--- src/rtl/tx_framer.sv ---
// Transmit framer: scrambles a plaintext AXI-Stream with a Galois PRBS
// keystream and marks fixed-length frames with sof/eof.
module tx_framer #(
    parameter int C_CLOCK_FREQ = 100
) (
    input  logic        s_axi_aclk,
    input  logic        s_axi_aresetn,
    input  logic        i_tx_enable,
    input  logic [31:0] i_prbs_seed,
    input  logic [15:0] i_frame_len,
    input  logic [31:0] s_axis_tdata,
    input  logic        s_axis_tvalid,
    output logic        s_axis_tready,
    output logic [31:0] m_axis_tdata,
    output logic        m_axis_tvalid,
    input  logic        m_axis_tready,
    output logic        m_axis_sof,
    output logic        m_axis_eof,
    output logic        o_busy,
    output logic [31:0] o_frame_cnt
);

    typedef enum logic [1:0] {IDLE, LOAD, RUN, DRAIN} state_t;

    state_t      state;
    logic        en_d;
    logic [31:0] lfsr;
    logic [15:0] word_idx;
    logic [15:0] len;

    logic        can_take;
    logic        take_ok;
    logic        accept;
    logic        last;
    logic [15:0] len_in;
    logic [31:0] lfsr_next;

    if (C_CLOCK_FREQ < 1) begin : g_no_clk
    end

    assign len_in    = (i_frame_len == 16'd0) ? 16'd1 : i_frame_len;
    assign lfsr_next = {1'b0, lfsr[31:1]} ^ (lfsr[0] ? 32'h80200003 : 32'h0);
    assign last      = (word_idx == len - 16'd1);
    assign can_take  = !m_axis_tvalid || m_axis_tready;

    // Once disabled, only the remainder of an open frame is accepted.
    assign take_ok = ((state == RUN) && (en_d || word_idx != 16'd0)) ||
                     ((state == DRAIN) && (word_idx != 16'd0));

    assign s_axis_tready = can_take && take_ok;
    assign accept        = s_axis_tready && s_axis_tvalid;
    assign o_busy        = (state != IDLE);

    always_ff @(posedge s_axi_aclk or negedge s_axi_aresetn) begin
        if (!s_axi_aresetn) begin
            state         <= IDLE;
            en_d          <= 1'b0;
            lfsr          <= 32'h00000001;
            word_idx      <= 16'd0;
            len           <= 16'd1;
            m_axis_tdata  <= 32'h0;
            m_axis_tvalid <= 1'b0;
            m_axis_sof    <= 1'b0;
            m_axis_eof    <= 1'b0;
            o_frame_cnt   <= 32'h0;
        end else begin
            en_d <= i_tx_enable;

            if (accept) begin
                lfsr          <= lfsr_next;
                m_axis_tdata  <= s_axis_tdata ^ lfsr;
                m_axis_tvalid <= 1'b1;
                m_axis_sof    <= (word_idx == 16'd0);
                m_axis_eof    <= last;
                if (last) begin
                    word_idx <= 16'd0;
                    len      <= len_in;
                end else begin
                    word_idx <= word_idx + 16'd1;
                end
            end else if (m_axis_tready) begin
                m_axis_tvalid <= 1'b0;
            end

            if (m_axis_tvalid && m_axis_tready && m_axis_eof) begin
                o_frame_cnt <= o_frame_cnt + 32'd1;
            end

            unique case (state)
                IDLE: begin
                    if (en_d) state <= LOAD;
                end
                LOAD: begin
                    lfsr     <= (i_prbs_seed == 32'h0) ? 32'h1 : i_prbs_seed;
                    word_idx <= 16'd0;
                    len      <= len_in;
                    state    <= RUN;
                end
                RUN: begin
                    if (!en_d) begin
                        if (word_idx == 16'd0 && !m_axis_tvalid) begin
                            state <= IDLE;
                        end else begin
                            state <= DRAIN;
                        end
                    end
                end
                DRAIN: begin
                    if (word_idx == 16'd0 && !m_axis_tvalid) state <= IDLE;
                end
                default: state <= IDLE;
            endcase
        end
    end

endmodule

--- config.mk ---
export PLATFORM = sky130hd
export DESIGN_NAME = tx_framer
export DESIGN_NICKNAME = d
export VERILOG_FILES = /design/src/rtl/tx_framer.sv
export SDC_FILE = /design/constraint.sdc
export NUM_CORES = 1
export LEC_CHECK = 0
export ABC_CLOCK_PERIOD_IN_PS = 7400
export BUFFER_PORTS_ARGS = -buffer_cell sky130_fd_sc_hd__buf_4
export CELL_PAD_IN_SITES_DETAIL_PLACEMENT = 1
export CELL_PAD_IN_SITES_GLOBAL_PLACEMENT = 1
export CORE_MARGIN = 2
export CORE_UTILIZATION = 44
export DETAILED_ROUTE_END_ITERATION = 12
export HOLD_SLACK_MARGIN = 0.03
export PLACE_DENSITY = 0.85
export SLEW_MARGIN = 10
export SYNTH_ARGS = -nofsm -noshare
export SYNTH_HDL_FRONTEND = slang
export SYNTH_SLANG_ARGS = --single-unit
--- constraint.sdc ---
create_clock -name s_axi_aclk -period 7.4 [get_ports s_axi_aclk]
set_clock_uncertainty 0.15 [all_clocks]
set_input_delay 0.37 -clock s_axi_aclk [delete_from_list [all_inputs] [get_ports s_axi_aclk]]
set_output_delay 0.37 -clock s_axi_aclk [all_outputs]
set_load 0.05 [all_outputs]
Word level (Yosys, flattened, before mapping)
Cells that the tools add are included.
{ "word_totals": {"regBits": 134, "in_bits": 85} }
{ "classes": {"n_addsub": 3, "n_eq_ne": 7, "n_mux": 18, "bitwise_logic": 2, "n_reduce_logical": 22} }
{ "op_table": {"columns": ["op", "count"], "rows": [
  ["$mux W32", 4],
  ["$mux W16", 7],
  ["$add A32 B1 Y32 const B", 1],
  ["$logic_not A16 Y1", 2],
  ["$logic_not A32 Y1", 1],
  ["$xor A31 B32 Y32", 1],
  ["$xor A32 B32 Y32", 1],
  ["$add A16 B1 Y16 const B", 1],
  ["$eq A16 B16 Y1", 1],
  ["$reduce_bool A16 Y1", 1],
  ["$sub A16 B1 Y16 const B", 1],
  ["$mux W2", 4],
  ["$pmux W2 S4", 1],
  ["$reduce_bool A2 Y1", 4],
  ["$logic_and A1 B1 Y1", 7],
  ["$eq A2 B2 Y1 const B", 2],
  ["$ne A2 B2 Y1 const B", 2],
  ["$logic_or A1 B1 Y1", 3],
  ["$reduce_and A3 Y1", 1],
  ["$eq A2 B1 Y1 const B", 1],
  ["$logic_not A2 Y1", 1],
  ["$mux W1", 2],
  ["$ne A2 B1 Y1 const B", 1],
  ["$reduce_and A2 Y1", 1],
  ["$logic_not A1 Y1", 1]
]} }

Depth between registers and ports, before layout
Gate-level depths: netlist of the first run.
{ "logic_depth": {"depth_word": 8, "ltp_mapped": 11, "depth_no_buf": 9} }

Worst setup path before layout of the first run
Ideal clock, no wire load.
{ "synth_path": {"path_type": "reg-to-reg", "start": "register len[3]", "end": "register len[10]", "t_arrival_ns": 2.472, "t_required_ns": 7.125, "setup_slack_ns": 4.653, "stages_incl_launch_ff": 10, "path_cell_list": "dfrtp_1 buf_4 or3_1 or3_4 a2111oi_2 a211oi_1 nor4_1 a21bo_2 buf_8 mux2_4"} }
{ "synth_via": {"elab_chain_len": 4} }
{ "synth_lines": {"columns": ["item", "line_no", "text"], "rows": [
  ["from (decl)", "29", "logic [15:0] len;"],
  ["from (signal assigned)", "77", "len <= len_in;"],
  ["from (signal assigned)", "96", "len <= len_in;"],
  ["$sub A16 B1 Y16", "43", "assign last = (word_idx == len - 16'd1);"],
  ["$eq A16 B16 Y1", "43", null],
  ["$reduce_bool A2 Y1 (no source line)", null, null],
  ["$reduce_and A2 Y1 (no source line)", null, null]
]} }
No other way between the ends.
A chain may end at the register's enable or synchronous reset.

Worst setup path in the final report of the first run
{ "layout_path": {"start": "register word_idx[0]", "end": "register word_idx[4]"} }
{ "layout_via": {"elab_chain_len": 7, "word_cells_on_any_way": 13} }
{ "layout_lines": {"columns": ["item", "line_no", "text"], "rows": [
  ["from (decl)", "28", "logic [15:0] word_idx;"],
  ["from (signal assigned)", "79", "word_idx <= word_idx + 16'd1;"],
  ["branches (longest 7 deep; another with $add A16 B1 Y16)", null, null]
]} }
Several ways; the timed one is not identified. The select of a mux whose other input is x is not followed.

==> flow_results.xml, run 1 <==
<?xml version="1.0" encoding="UTF-8"?>
<metrics>
  <group name="sta">
    <metric name="fmax" unit="MHz">238.5</metric>
    <metric name="rsz0062_at_grt" unit="">no</metric>
    <metric name="worst_slew_pin_slew" unit="ns">1.202</metric>
    <metric name="final.period_utilization" unit="%">56.66</metric>
    <metric name="layout_setup_ws" unit="ns">3.207</metric>
    <metric name="post-route-min-period" unit="ns">4.193</metric>
    <metric name="hold_ws" unit="ns">0.04607</metric>
    <metric name="finalHoldViolCount" unit="">0</metric>
    <metric name="final_setup_violation_count" unit="">0</metric>
    <metric name="totalNegativeSetupSlack" unit="ns">0</metric>
    <metric name="report.final.slew_viol_count" unit="">0</metric>
    <metric name="relSlewSlack" unit="%">19.67</metric>
  </group>
  <group name="worst_setup_path">
    <metric name="critical_path.startpoint_type" unit="">flop</metric>
    <metric name="peak_fanout_along_the_critical_path" unit="">104</metric>
    <metric name="critical_path.startpoint" unit="">word_idx[0]</metric>
    <metric name="end_kind" unit="">flop</metric>
    <metric name="timing.critical_path.arrival" unit="ns">4.31</metric>
    <metric name="worst_ep_required_time" unit="ns">7.52</metric>
    <metric name="worst_path_class_setup" unit="">reg -&gt; reg</metric>
    <metric name="r2r-start" unit="">word_idx[0]</metric>
  </group>
  <group name="outcome">
    <metric name="run_status" unit="">finished clean</metric>
  </group>
  <group name="synth">
    <metric name="synthDominantCellAreaShare" unit="%">49.34</metric>
    <metric name="synth_seq_cells" unit="">134</metric>
    <metric name="yosys_warnings" unit="">0</metric>
    <metric name="avgSynthCellArea" unit="um^2">9.788</metric>
    <metric name="unique_cell_type_count_in_the_yosys_netlist" unit="">61</metric>
    <metric name="yosysTopAreaCell" unit="">sky130_fd_sc_hd__dfrtp_1</metric>
    <metric name="synth_enable_flop_cells" unit="">0</metric>
    <metric name="dominantRegCellSynth" unit="">sky130_fd_sc_hd__dfrtp_1</metric>
    <metric name="post_synth_main_area_contributors" unit="">sky130_fd_sc_hd__dfrtp_1 (49%), sky130_fd_sc_hd__xnor2_1 (8.9%), sky130_fd_sc_hd__nand2_1 (5.2%), sky130_fd_sc_hd__o21ai_0 (4.9%), sky130_fd_sc_hd__xor2_1 (3.4%)</metric>
    <metric name="post_synthesis_net_count" unit="">773</metric>
    <metric name="seq_area_frac_synth" unit="%">50.12</metric>
    <metric name="syn-cell-area" unit="um^2">6695</metric>
    <metric name="synth_most_common_cell" unit="">sky130_fd_sc_hd__dfrtp_1</metric>
    <metric name="post_synth_most_frequent_cells" unit="">sky130_fd_sc_hd__dfrtp_1 (132), sky130_fd_sc_hd__nand2_1 (93), sky130_fd_sc_hd__xnor2_1 (68)</metric>
    <metric name="ys_async_sr_fraction" unit="%">100.0</metric>
    <metric name="postSynthCellCount" unit="">684</metric>
  </group>
  <group name="job">
    <metric name="max_capacitance_violation_total" unit="">0</metric>
  </group>
  <group name="pwr">
    <metric name="p_leak" unit="nW">3.895</metric>
    <metric name="finalPower" unit="mW">3.466</metric>
    <metric name="intPower" unit="mW">1.999</metric>
    <metric name="pwr-share-clk" unit="%">22.6</metric>
    <metric name="netSwitchingFraction" unit="%">42.33</metric>
    <metric name="p_per_area" unit="nW/um^2">406.0</metric>
    <metric name="seq_power_share" unit="%">35.6</metric>
    <metric name="vdd_drop_max" unit="V">0.0002207</metric>
    <metric name="switching_power" unit="mW">1.467</metric>
    <metric name="comb_power_share" unit="%">41.8</metric>
  </group>
  <group name="route">
    <metric name="via_count" unit="">5733</metric>
    <metric name="remaining_drc_errors" unit="">0</metric>
    <metric name="initialDrtViolationCount" unit="">277</metric>
    <metric name="detail_route.first_pass.iterations" unit="">4</metric>
    <metric name="route.detailed.wl_per_inst" unit="um">18.73</metric>
    <metric name="avgViaCountPerCell" unit="">5.588</metric>
    <metric name="ant_nets" unit="">0</metric>
    <metric name="overall_routed_net_length" unit="mm">19.22</metric>
  </group>
  <group name="global_routing">
    <metric name="first_global_vias" unit="">6129</metric>
    <metric name="grt_usage" unit="%">24.38</metric>
    <metric name="grt_start_max_net_pins" unit="">105</metric>
    <metric name="grt_first_pass_wirelength" unit="mm">31.27</metric>
    <metric name="grt_antenna_before_repair" unit="">0</metric>
    <metric name="gr-total-overflow" unit="">0</metric>
  </group>
  <group name="die">
    <metric name="design.portCount" unit="">154</metric>
    <metric name="start_util" unit="%">44.54</metric>
    <metric name="core-area" unit="um^2">15030</metric>
    <metric name="floorplan.die.height" unit="um">127.4</metric>
    <metric name="row_count" unit="">45</metric>
    <metric name="full_die_area" unit="um^2">16220</metric>
    <metric name="die_width" unit="um">127.4</metric>
  </group>
  <group name="cts">
    <metric name="cts-root-to-sink-buffers" unit="">2</metric>
    <metric name="clockRootBuffer" unit="">sky130_fd_sc_hd__clkbuf_16</metric>
    <metric name="cts.sink_count" unit="">134</metric>
    <metric name="post_cts_buffers" unit="">0</metric>
    <metric name="clock_tree_from_tritoncts" unit="">done</metric>
    <metric name="worstSkewPairLatency" unit="ns">0.42</metric>
    <metric name="tritoncts_buffer_count" unit="">17</metric>
    <metric name="cts.htree.levels" unit="">4</metric>
    <metric name="clkSlewWorstSetupHoldPaths" unit="ns">0.06</metric>
  </group>
  <group name="layout">
    <metric name="syn_to_final_growth" unit="%">27.51</metric>
    <metric name="layoutNonFillerInstCount" unit="">1026</metric>
    <metric name="layout.core_utilization" unit="%">56.79</metric>
    <metric name="num_antenna_cells" unit="">0</metric>
    <metric name="final_layout_size_suffix_gt1_share" unit="%">26.01</metric>
    <metric name="postLayoutCellArea" unit="um^2">8537</metric>
    <metric name="design.final.nets" unit="">917</metric>
  </group>
  <group name="min_path">
    <metric name="holdCritStartpoint" unit="">i_frame_len[10]</metric>
    <metric name="class_of_the_tightest_hold_or_removal_check" unit="">in -&gt; reg</metric>
  </group>
  <group name="placed_design">
    <metric name="dp_hpwl" unit="mm">13.44</metric>
    <metric name="port_buffers" unit="">153</metric>
    <metric name="finalWeightedCongestion" unit="">0.8808</metric>
    <metric name="placement.setup.worst_slack" unit="ns">3.278</metric>
    <metric name="placed_area" unit="um^2">7960</metric>
    <metric name="post-place-cells" unit="">993</metric>
  </group>
</metrics>
[metal layers]
metal  part of all wire [%]  global-route usage, %
met1                     41                  29.52
met2                     51                  42.06
met3                    5.8                  6.030
met4                    2.4                  9.308
met5                      0                      0
[repair_timing]
action,CTS,global route
resized for setup,0,0
hold endpoints to repair,61,0
hold buffers,4,0
setup endpoints to repair,0,0
[worst max-delay path, cell delays in order, from the launching register on]
cell and delay [ns]:
sky130_fd_sc_hd__dfrtp_1 0.42, sky130_fd_sc_hd__inv_1 0.12, sky130_fd_sc_hd__ha_1 0.19, sky130_fd_sc_hd__nor4b_1 0.29, sky130_fd_sc_hd__nand4_1 0.29, sky130_fd_sc_hd__o2111ai_4 0.26, sky130_fd_sc_hd__buf_4 0.74, sky130_fd_sc_hd__nand2_1 0.95
sky130_fd_sc_hd__nand4_1 0.39, sky130_fd_sc_hd__xor2_1 0.17, sky130_fd_sc_hd__nor2_1 0.05
[final timing paths]
| check | to | slack [ns] | cells past startpoint |
|---|---|---|---|
| worst max-delay path | word_idx[4] | 3.21 | 10 |
| worst min-delay path | len[10] | 0.05 | 2 |
| worst max register to register | word_idx[4] | 3.21 | 10 |
| worst min register to register | o_frame_cnt[31] | 0.33 | 1 |
| max in group asynchronous | o_frame_cnt[12] | 5.39 | 3 |
| min in group asynchronous | m_axis_tdata[26] | 0.32 | 2 |
[flip-flops by register name, indices dropped and copies added, names as in the netlist]
register and count:
o_frame_cnt 32, m_axis_eof 1, state 2, en_d 1, m_axis_sof 1, m_axis_tvalid 1
len 16, lfsr 32, m_axis_tdata 32, word_idx 16
[cells by family after synthesis]
kind of cell	Yosys count	share of synthesized area (%)
mux	19	3.943
compound gates	129	10.91
xor+xnor	94	12.30
fa+ha+maj	4	0.7476
flops	134	50.12
simple gates	261	19.06
buf+inv	43	2.915
[power by group through the flow]
| stage | Sequential [mW] | Clock (mW) | Combinational [mW] |
|---|---|---|---|
| floorplan | 1.45 | 0 | 0.776 |
| global placement | 1.22 | 0 | 1.35 |
| detailed placement | 1.23 | 0 | 1.43 |
| CTS | 1.23 | 0.797 | 1.46 |
| global route | 1.27 | 0.828 | 1.57 |
| finish | 1.23 | 0.784 | 1.45 |
[area by class of cell]
type / instances / area (um^2)
clock inverter: 9 / 80.08
fill: 1661 / 6496
inverter: 8 / 30.03
clock buffer: 20 / 456.7
tap: 188 / 235.2
multi-input combinational: 507 / 3164
timing repair buffer: 160 / 1215
sequential: 134 / 3356
[layout by cell type (no fill, tap or decap), types with 9 or more instances in the layout]
cell type | synthesis | layout
sky130_fd_sc_hd__clkbuf_16 | 0 | 17
sky130_fd_sc_hd__o21ai_0 | 65 | 65
sky130_fd_sc_hd__buf_4 | 1 | 155
sky130_fd_sc_hd__dfrtp_1 | 132 | 132
sky130_fd_sc_hd__mux2_4 | 14 | 14
sky130_fd_sc_hd__nand4_1 | 13 | 13
sky130_fd_sc_hd__nand2_1 | 93 | 93
sky130_fd_sc_hd__nor2_1 | 59 | 58
sky130_fd_sc_hd__and3_1 | 9 | 9
sky130_fd_sc_hd__nor4_1 | 19 | 19
sky130_fd_sc_hd__xor2_1 | 26 | 26
sky130_fd_sc_hd__a21oi_1 | 38 | 38
sky130_fd_sc_hd__nand3_1 | 20 | 20
sky130_fd_sc_hd__xnor2_1 | 68 | 68
No activity file was read; power rests on OpenSTA's default activity.
==> run 2: changes to the inputs <==
ABC_CLOCK_PERIOD_IN_PS = 4400   (was 7400)
CORE_UTILIZATION = 41   (was 44)
PLACE_DENSITY = 0.8   (was 0.85)
clock period = 4.4 ns   (was 7.4 ns; I/O delays follow)
==> run 2 against run 1 <==
  * Highest routed layer unchanged
  * Power grew 76%
  * Largest power group unchanged
  * Largest cell class unchanged
  * Sequential share of layout area down 3.7 points
  * Wire length increased by 17%
==> flow_results.xml, run 2 (same netlist as run 1, synthesis figures left out) <==
<?xml version="1.0" encoding="UTF-8"?>
<metrics>
  <group name="outcome">
    <metric name="run_status" unit="">finished clean</metric>
  </group>
  <group name="cts">
    <metric name="worstSkewPairLatency" unit="ns">0.43</metric>
    <metric name="cts.sink_count" unit="">134</metric>
    <metric name="clkSlewWorstSetupHoldPaths" unit="ns">0.06</metric>
    <metric name="tritoncts_buffer_count" unit="">17</metric>
    <metric name="cts.htree.levels" unit="">4</metric>
    <metric name="cts_resized" unit="">0</metric>
    <metric name="cts-root-to-sink-buffers" unit="">2</metric>
    <metric name="clockRootBuffer" unit="">sky130_fd_sc_hd__clkbuf_16</metric>
    <metric name="clock_tree_from_tritoncts" unit="">done</metric>
  </group>
  <group name="die">
    <metric name="design.portCount" unit="">154</metric>
    <metric name="start_util" unit="%">41.99</metric>
    <metric name="die_width" unit="um">131.8</metric>
    <metric name="full_die_area" unit="um^2">17370</metric>
    <metric name="core-area" unit="um^2">15940</metric>
    <metric name="row_count" unit="">46</metric>
    <metric name="floorplan.die.height" unit="um">131.8</metric>
  </group>
  <group name="worst_setup_path">
    <metric name="peak_fanout_along_the_critical_path" unit="">30</metric>
    <metric name="critical_path.startpoint_type" unit="">flop</metric>
    <metric name="worst_path_class_setup" unit="">reg -&gt; reg</metric>
    <metric name="worst_ep_required_time" unit="ns">4.56</metric>
    <metric name="timing.critical_path.arrival" unit="ns">3.79</metric>
    <metric name="end_kind" unit="">flop</metric>
  </group>
  <group name="route">
    <metric name="overall_routed_net_length" unit="mm">22.42</metric>
    <metric name="remaining_drc_errors" unit="">0</metric>
    <metric name="route.detailed.wl_per_inst" unit="um">19.73</metric>
    <metric name="via_count" unit="">6163</metric>
    <metric name="initialDrtViolationCount" unit="">280</metric>
    <metric name="detail_route.first_pass.iterations" unit="">4</metric>
    <metric name="avgViaCountPerCell" unit="">5.425</metric>
    <metric name="ant_nets" unit="">0</metric>
  </group>
  <group name="layout">
    <metric name="num_antenna_cells" unit="">0</metric>
    <metric name="final_layout_size_suffix_gt1_share" unit="%">24.02</metric>
    <metric name="reg.largest.list" unit="">lfsr (32), m_axis_tdata (32), o_frame_cnt (32)</metric>
    <metric name="design.final.nets" unit="">997</metric>
    <metric name="final_cell_mix" unit="">sky130_fd_sc_hd__buf_4 (156), sky130_fd_sc_hd__dfrtp_1 (132), sky130_fd_sc_hd__nand2_1 (93), sky130_fd_sc_hd__dlygate4sd3_1 (83), sky130_fd_sc_hd__xnor2_1 (68)</metric>
    <metric name="syn_to_final_growth" unit="%">40.81</metric>
    <metric name="most_common_library_cell_in_the_layout_ignoring_fill_and_taps" unit="">sky130_fd_sc_hd__buf_4</metric>
  </group>
  <group name="sta">
    <metric name="relSlewSlack" unit="%">27.32</metric>
    <metric name="post-route-min-period" unit="ns">3.632</metric>
    <metric name="final.period_utilization" unit="%">82.55</metric>
    <metric name="totalNegativeSetupSlack" unit="ns">0</metric>
    <metric name="rsz0062_at_grt" unit="">no</metric>
    <metric name="worst_slew_pin_slew" unit="ns">1.089</metric>
    <metric name="report.final.slew_viol_count" unit="">0</metric>
    <metric name="final_setup_violation_count" unit="">0</metric>
    <metric name="fmax" unit="MHz">275.3</metric>
    <metric name="finalHoldViolCount" unit="">0</metric>
    <metric name="hold_ws" unit="ns">0.2403</metric>
  </group>
  <group name="placed_design">
    <metric name="port_buffers" unit="">153</metric>
    <metric name="dp_hpwl" unit="mm">13.25</metric>
    <metric name="finalWeightedCongestion" unit="">0.8959</metric>
  </group>
  <group name="global_routing">
    <metric name="gr-total-overflow" unit="">0</metric>
    <metric name="first_global_vias" unit="">6900</metric>
    <metric name="grt_start_max_net_pins" unit="">101</metric>
    <metric name="grt_usage" unit="%">26.66</metric>
    <metric name="grt_first_pass_wirelength" unit="mm">36.67</metric>
    <metric name="grt_antenna_before_repair" unit="">0</metric>
  </group>
  <group name="pwr">
    <metric name="pwr-share-clk" unit="%">24.0</metric>
    <metric name="comb_power_share" unit="%">41.8</metric>
    <metric name="netSwitchingFraction" unit="%">42.36</metric>
    <metric name="seq_power_share" unit="%">34.2</metric>
    <metric name="vdd_drop_max" unit="V">0.0004606</metric>
    <metric name="p_per_area" unit="nW/um^2">647.2</metric>
    <metric name="p_leak" unit="nW">4.252</metric>
    <metric name="intPower" unit="mW">3.517</metric>
    <metric name="finalPower" unit="mW">6.102</metric>
    <metric name="switching_power" unit="mW">2.585</metric>
  </group>
  <group name="job">
    <metric name="max_capacitance_violation_total" unit="">0</metric>
  </group>
  <group name="min_path">
    <metric name="class_of_the_tightest_hold_or_removal_check" unit="">in -&gt; reg</metric>
  </group>
</metrics>
run 2: final cells by class:
cell class	instances	area (um^2)
repair buffers	240	2013
fillers	1751	6515
multi-input cells	507	3164
inverters	8	30.03
well taps	216	270.3
clock inverters	12	151.4
flip-flops and latches	134	3356
clock buffers	19	442.9
run 2: per-layer routing:
layer  global-route usage [%]  routed length, um  up-vias
li1                         -                  -     2803
met4                    10.51                645        0
met5                        0                  0        -
met3                    6.344                973       52
met2                    48.46              11860      186
met1                    30.20               8936     3122
run 2: worst max-delay path: stages, from the launching register on:
cell and delay, ns:
sky130_fd_sc_hd__dfrtp_1 0.46, sky130_fd_sc_hd__or2_2 0.35, sky130_fd_sc_hd__or4_1 0.53, sky130_fd_sc_hd__nor4_1 0.53
sky130_fd_sc_hd__o21ai_1 0.16, sky130_fd_sc_hd__a211oi_2 0.18, sky130_fd_sc_hd__a21bo_2 0.74, sky130_fd_sc_hd__mux2_2 0.42
run 2: final timing paths:
kind / from / cells past startpoint / to / slack, ns
setup / recovery: len[9] / 7 / len[15] / 0.77
max in group asynchronous: s_axi_aresetn / 3 / lfsr[0] / 2.67
hold reg to reg: m_axis_tdata[15] / 2 / m_axis_tdata[15] / 0.34
min in group asynchronous: s_axi_aresetn / 2 / m_axis_tdata[28] / 0.33
setup reg to reg: len[9] / 7 / len[15] / 0.77
hold / removal: s_axis_tvalid / 5 / word_idx[6] / 0.24
run 2: repair_timing:
item | CTS | global route
buffers inserted | 0 | 0
endpoints found under the hold margin | 180 | 0
setup endpoints to repair | 0 | 0
hold buffers | 83 | 0
run 2: power groups by stage:
stage	Combinational [mW]	Clock (mW)	Sequential [mW]
finish	2.55	1.46	2.09
global route	2.76	1.53	2.14
CTS	2.49	1.47	2.05
detailed placement	2.40	0	2.06
global placement	2.30	0	2.04
floorplan	1.31	0	2.43
run 2: stage by stage:
step                      worst slack, ns  std cells  cell area [um^2]  util (%)
after CTS                          0.9126       1136              9428     59.14
after global routing               0.6165       1136              9428     59.14
final                              0.7678       1136              9428     59.14
after floorplan                     1.653        684              6695         -
after global placement              1.091       1022              8003     50.20
after detailed placement           0.9378       1022              8003     50.20
==> run 3: changes to the inputs <==
ABC_CLOCK_PERIOD_IN_PS = 3000   (was 4400)
CORE_UTILIZATION = 37   (was 41)
PLACE_DENSITY = 0.76   (was 0.8)
clock period = 3 ns   (was 4.4 ns; I/O delays follow)
==> run 3 against run 2 <==
  * Sequential cell count is the same
  * Power is 56% higher
  * Final area increased by 4.0%
  * Utilization is 4.2 points lower
  * Sequential share of layout area down 1.4 points
  * Register-to-register slack worse by 0.69 ns
  * Clock power grew 68%
  * Die area increased by 10%
  * Non-clock buffer count up 18
  * Global-route usage fell by 3.4 points
  * Wire length fell by 0.48%
  * Largest power group unchanged
  * Highest routed layer unchanged
==> flow_results.xml, run 3 (same netlist as run 1, synthesis figures left out) <==
<?xml version="1.0" encoding="UTF-8"?>
<metrics>
  <group name="worst_setup_path">
    <metric name="cp_cell_sequence" unit="">inv_1 &gt; ha_1 &gt; nand2b_1 &gt; or3_4 &gt; o32ai_2 &gt; o21ai_1 &gt; a211oi_2 &gt; a21bo_2 &gt; clkbuf_16 &gt; mux2_4</metric>
    <metric name="worst_ep_required_time" unit="ns">3.15</metric>
    <metric name="peak_fanout_along_the_critical_path" unit="">7</metric>
    <metric name="timing.critical_path.arrival" unit="ns">3.07</metric>
    <metric name="worst_path_class_setup" unit="">reg -&gt; reg</metric>
    <metric name="end_kind" unit="">flop</metric>
    <metric name="critPathSlowestCell" unit="">sky130_fd_sc_hd__or3_4</metric>
    <metric name="setup.reg_to_reg.worst_slack" unit="ns">0.08</metric>
    <metric name="cp_slowest_stage_delay" unit="ns">0.45</metric>
    <metric name="critical_path.startpoint_type" unit="">flop</metric>
  </group>
  <group name="route">
    <metric name="route.detailed.wl_per_inst" unit="um">19.10</metric>
    <metric name="detail_route.first_pass.iterations" unit="">4</metric>
    <metric name="via_count" unit="">6133</metric>
    <metric name="overall_routed_net_length" unit="mm">22.31</metric>
    <metric name="initialDrtViolationCount" unit="">278</metric>
    <metric name="avgViaCountPerCell" unit="">5.251</metric>
    <metric name="remaining_drc_errors" unit="">0</metric>
    <metric name="ant_nets" unit="">0</metric>
  </group>
  <group name="sta">
    <metric name="totalNegativeSetupSlack" unit="ns">0</metric>
    <metric name="worst_slew_pin_slew" unit="ns">1.156</metric>
    <metric name="report.final.slew_viol_count" unit="">0</metric>
    <metric name="relSlewSlack" unit="%">22.84</metric>
    <metric name="finalHoldViolCount" unit="">0</metric>
    <metric name="post-route-min-period" unit="ns">2.921</metric>
    <metric name="layout_setup_ws" unit="ns">0.07854</metric>
    <metric name="fmax" unit="MHz">342.3</metric>
    <metric name="final.period_utilization" unit="%">97.38</metric>
    <metric name="final_setup_violation_count" unit="">0</metric>
  </group>
  <group name="die">
    <metric name="floorplan.die.height" unit="um">138.5</metric>
    <metric name="core-area" unit="um^2">17840</metric>
    <metric name="row_count" unit="">49</metric>
    <metric name="design.portCount" unit="">154</metric>
    <metric name="start_util" unit="%">37.53</metric>
    <metric name="full_die_area" unit="um^2">19190</metric>
    <metric name="die_width" unit="um">138.5</metric>
  </group>
  <group name="global_routing">
    <metric name="grt_first_pass_wirelength" unit="mm">35.76</metric>
    <metric name="grt_antenna_before_repair" unit="">0</metric>
    <metric name="gr-total-overflow" unit="">0</metric>
    <metric name="grt_start_max_net_pins" unit="">76</metric>
    <metric name="grt_usage" unit="%">23.30</metric>
    <metric name="first_global_vias" unit="">6755</metric>
  </group>
  <group name="cts">
    <metric name="tritoncts_buffer_count" unit="">17</metric>
    <metric name="cts.sink_count" unit="">134</metric>
    <metric name="worstSkewPairLatency" unit="ns">0.42</metric>
    <metric name="clkSlewWorstSetupHoldPaths" unit="ns">0.06</metric>
    <metric name="clock_tree_from_tritoncts" unit="">done</metric>
    <metric name="clockRootBuffer" unit="">sky130_fd_sc_hd__clkbuf_16</metric>
    <metric name="cts.htree.levels" unit="">4</metric>
    <metric name="cts-root-to-sink-buffers" unit="">2</metric>
  </group>
  <group name="pwr">
    <metric name="p_per_area" unit="nW/um^2">972.7</metric>
    <metric name="switching_power" unit="mW">3.885</metric>
    <metric name="p_leak" unit="nW">4.421</metric>
    <metric name="pwr-share-clk" unit="%">25.8</metric>
    <metric name="comb_power_share" unit="%">42.9</metric>
    <metric name="netSwitchingFraction" unit="%">40.75</metric>
    <metric name="intPower" unit="mW">5.649</metric>
    <metric name="vdd_drop_max" unit="V">0.0005096</metric>
    <metric name="seq_power_share" unit="%">31.4</metric>
  </group>
  <group name="layout">
    <metric name="layout.core_utilization" unit="%">54.94</metric>
    <metric name="layoutNonFillerInstCount" unit="">1168</metric>
    <metric name="design.final.nets" unit="">1015</metric>
    <metric name="syn_to_final_growth" unit="%">46.40</metric>
    <metric name="most_common_library_cell_in_the_layout_ignoring_fill_and_taps" unit="">sky130_fd_sc_hd__buf_4</metric>
    <metric name="reg.largest.list" unit="">lfsr (32), m_axis_tdata (32), o_frame_cnt (32)</metric>
    <metric name="final_layout_size_suffix_gt1_share" unit="%">26.41</metric>
    <metric name="num_antenna_cells" unit="">0</metric>
    <metric name="final_cell_mix" unit="">sky130_fd_sc_hd__buf_4 (169), sky130_fd_sc_hd__dfrtp_1 (132), sky130_fd_sc_hd__nand2_1 (93), sky130_fd_sc_hd__dlygate4sd3_1 (83), sky130_fd_sc_hd__xnor2_1 (68)</metric>
  </group>
  <group name="placed_design">
    <metric name="post-place-cells" unit="">1051</metric>
    <metric name="port_buffers" unit="">153</metric>
    <metric name="finalWeightedCongestion" unit="">0.8433</metric>
    <metric name="placement.setup.worst_slack" unit="ns">0.1218</metric>
    <metric name="dp_hpwl" unit="mm">13.29</metric>
  </group>
  <group name="min_path">
    <metric name="class_of_the_tightest_hold_or_removal_check" unit="">in -&gt; async</metric>
  </group>
  <group name="job">
    <metric name="max_capacitance_violation_total" unit="">0</metric>
  </group>
  <group name="outcome">
    <metric name="run_status" unit="">finished clean</metric>
  </group>
</metrics>
run 3: cell count changes in the layout (fill, tap and decap cells not counted), moves of 2 or more:
cell                        change
sky130_fd_sc_hd__clkbuf_8       +2
sky130_fd_sc_hd__buf_12         +3
sky130_fd_sc_hd__bufinv_16      +3
sky130_fd_sc_hd__nor4_1         -2
sky130_fd_sc_hd__a211oi_2       +2
sky130_fd_sc_hd__a211oi_1       -2
sky130_fd_sc_hd__buf_4         +13
sky130_fd_sc_hd__clkinv_2       -3
run 3: layout make-up:
type	count	area [um^2]
clock buffer	21	470.5
clock inverter	11	219.0
fill	1962	8039
inverter	8	30.03
multi-input combinational	507	3229
sequential	134	3356
tap	229	286.5
timing repair buffer	258	2211
run 3: what timing repair did:
| action | 4_1_cts | 5_1_grt |
|---|---|---|
| endpoints found under the hold margin | 141 | 0 |
| setup buffers | 0 | 1 |
| endpoints found under the setup margin | 0 | 44 |
| hold buffers | 83 | 0 |
| resized for setup | 0 | 12 |
run 3: through the flow:
| stage | hold slack [ns] | cell area (um^2) | power [mW] |
|---|---|---|---|
| final | 0.1244 | 9802 | 9.535 |
| after global routing | 0.1696 | 9802 | 10.03 |
| after CTS | 0.1438 | 9697 | 9.281 |
| after detailed placement | 0.02327 | 8177 | 6.694 |
| after global placement | 0.007089 | 8177 | 6.571 |
| after floorplan | -0.2956 | 6695 | 5.479 |
run 3: path summary, 6_finish.rpt:
| kind | start | end | depth (start not counted) |
|---|---|---|---|
| worst max-delay path | len[1] | len[5] | 10 |
| worst min-delay path | s_axi_aresetn | m_axis_tdata[29] | 2 |
| worst max register to register | len[1] | len[5] | 10 |
| worst min register to register | m_axis_tdata[24] | m_axis_tdata[24] | 2 |
| max in group asynchronous | s_axi_aresetn | lfsr[0] | 3 |
| min in group s_axi_aclk | s_axis_tvalid | lfsr[18] | 4 |
run 3: power groups by stage:
stage	registers, mW	logic [mW]	clock network [mW]
final	2.99	4.09	2.46
after CTS	2.95	3.84	2.49
after global routing	3.06	4.40	2.57
after floorplan	3.56	1.91	0
after global placement	2.95	3.62	0
after detailed placement	2.96	3.74	0
run 3: critical path: cells and delay by family (launching register included):
kind,cells,cell delay [ns]
AO/OA/AOI/OAI,4,0.89
adder cells (fa/ha/maj),1,0.20
multiplexers,1,0.30
flip-flops,1,0.41
AND/OR/NAND/NOR,2,0.59
buffers and inverters,2,0.26
run 3: layer usage:
| layer | vias up | part of all wire, % | GRT usage (%) |
|---|---|---|---|
| li1 | 2845 | - | - |
| met1 | 3090 | 41 | 27.51 |
| met2 | 164 | 52 | 42.08 |
| met3 | 34 | 4.8 | 5.092 |
| met4 | 0 | 2.1 | 7.734 |
| met5 | - | 0 | 0 |
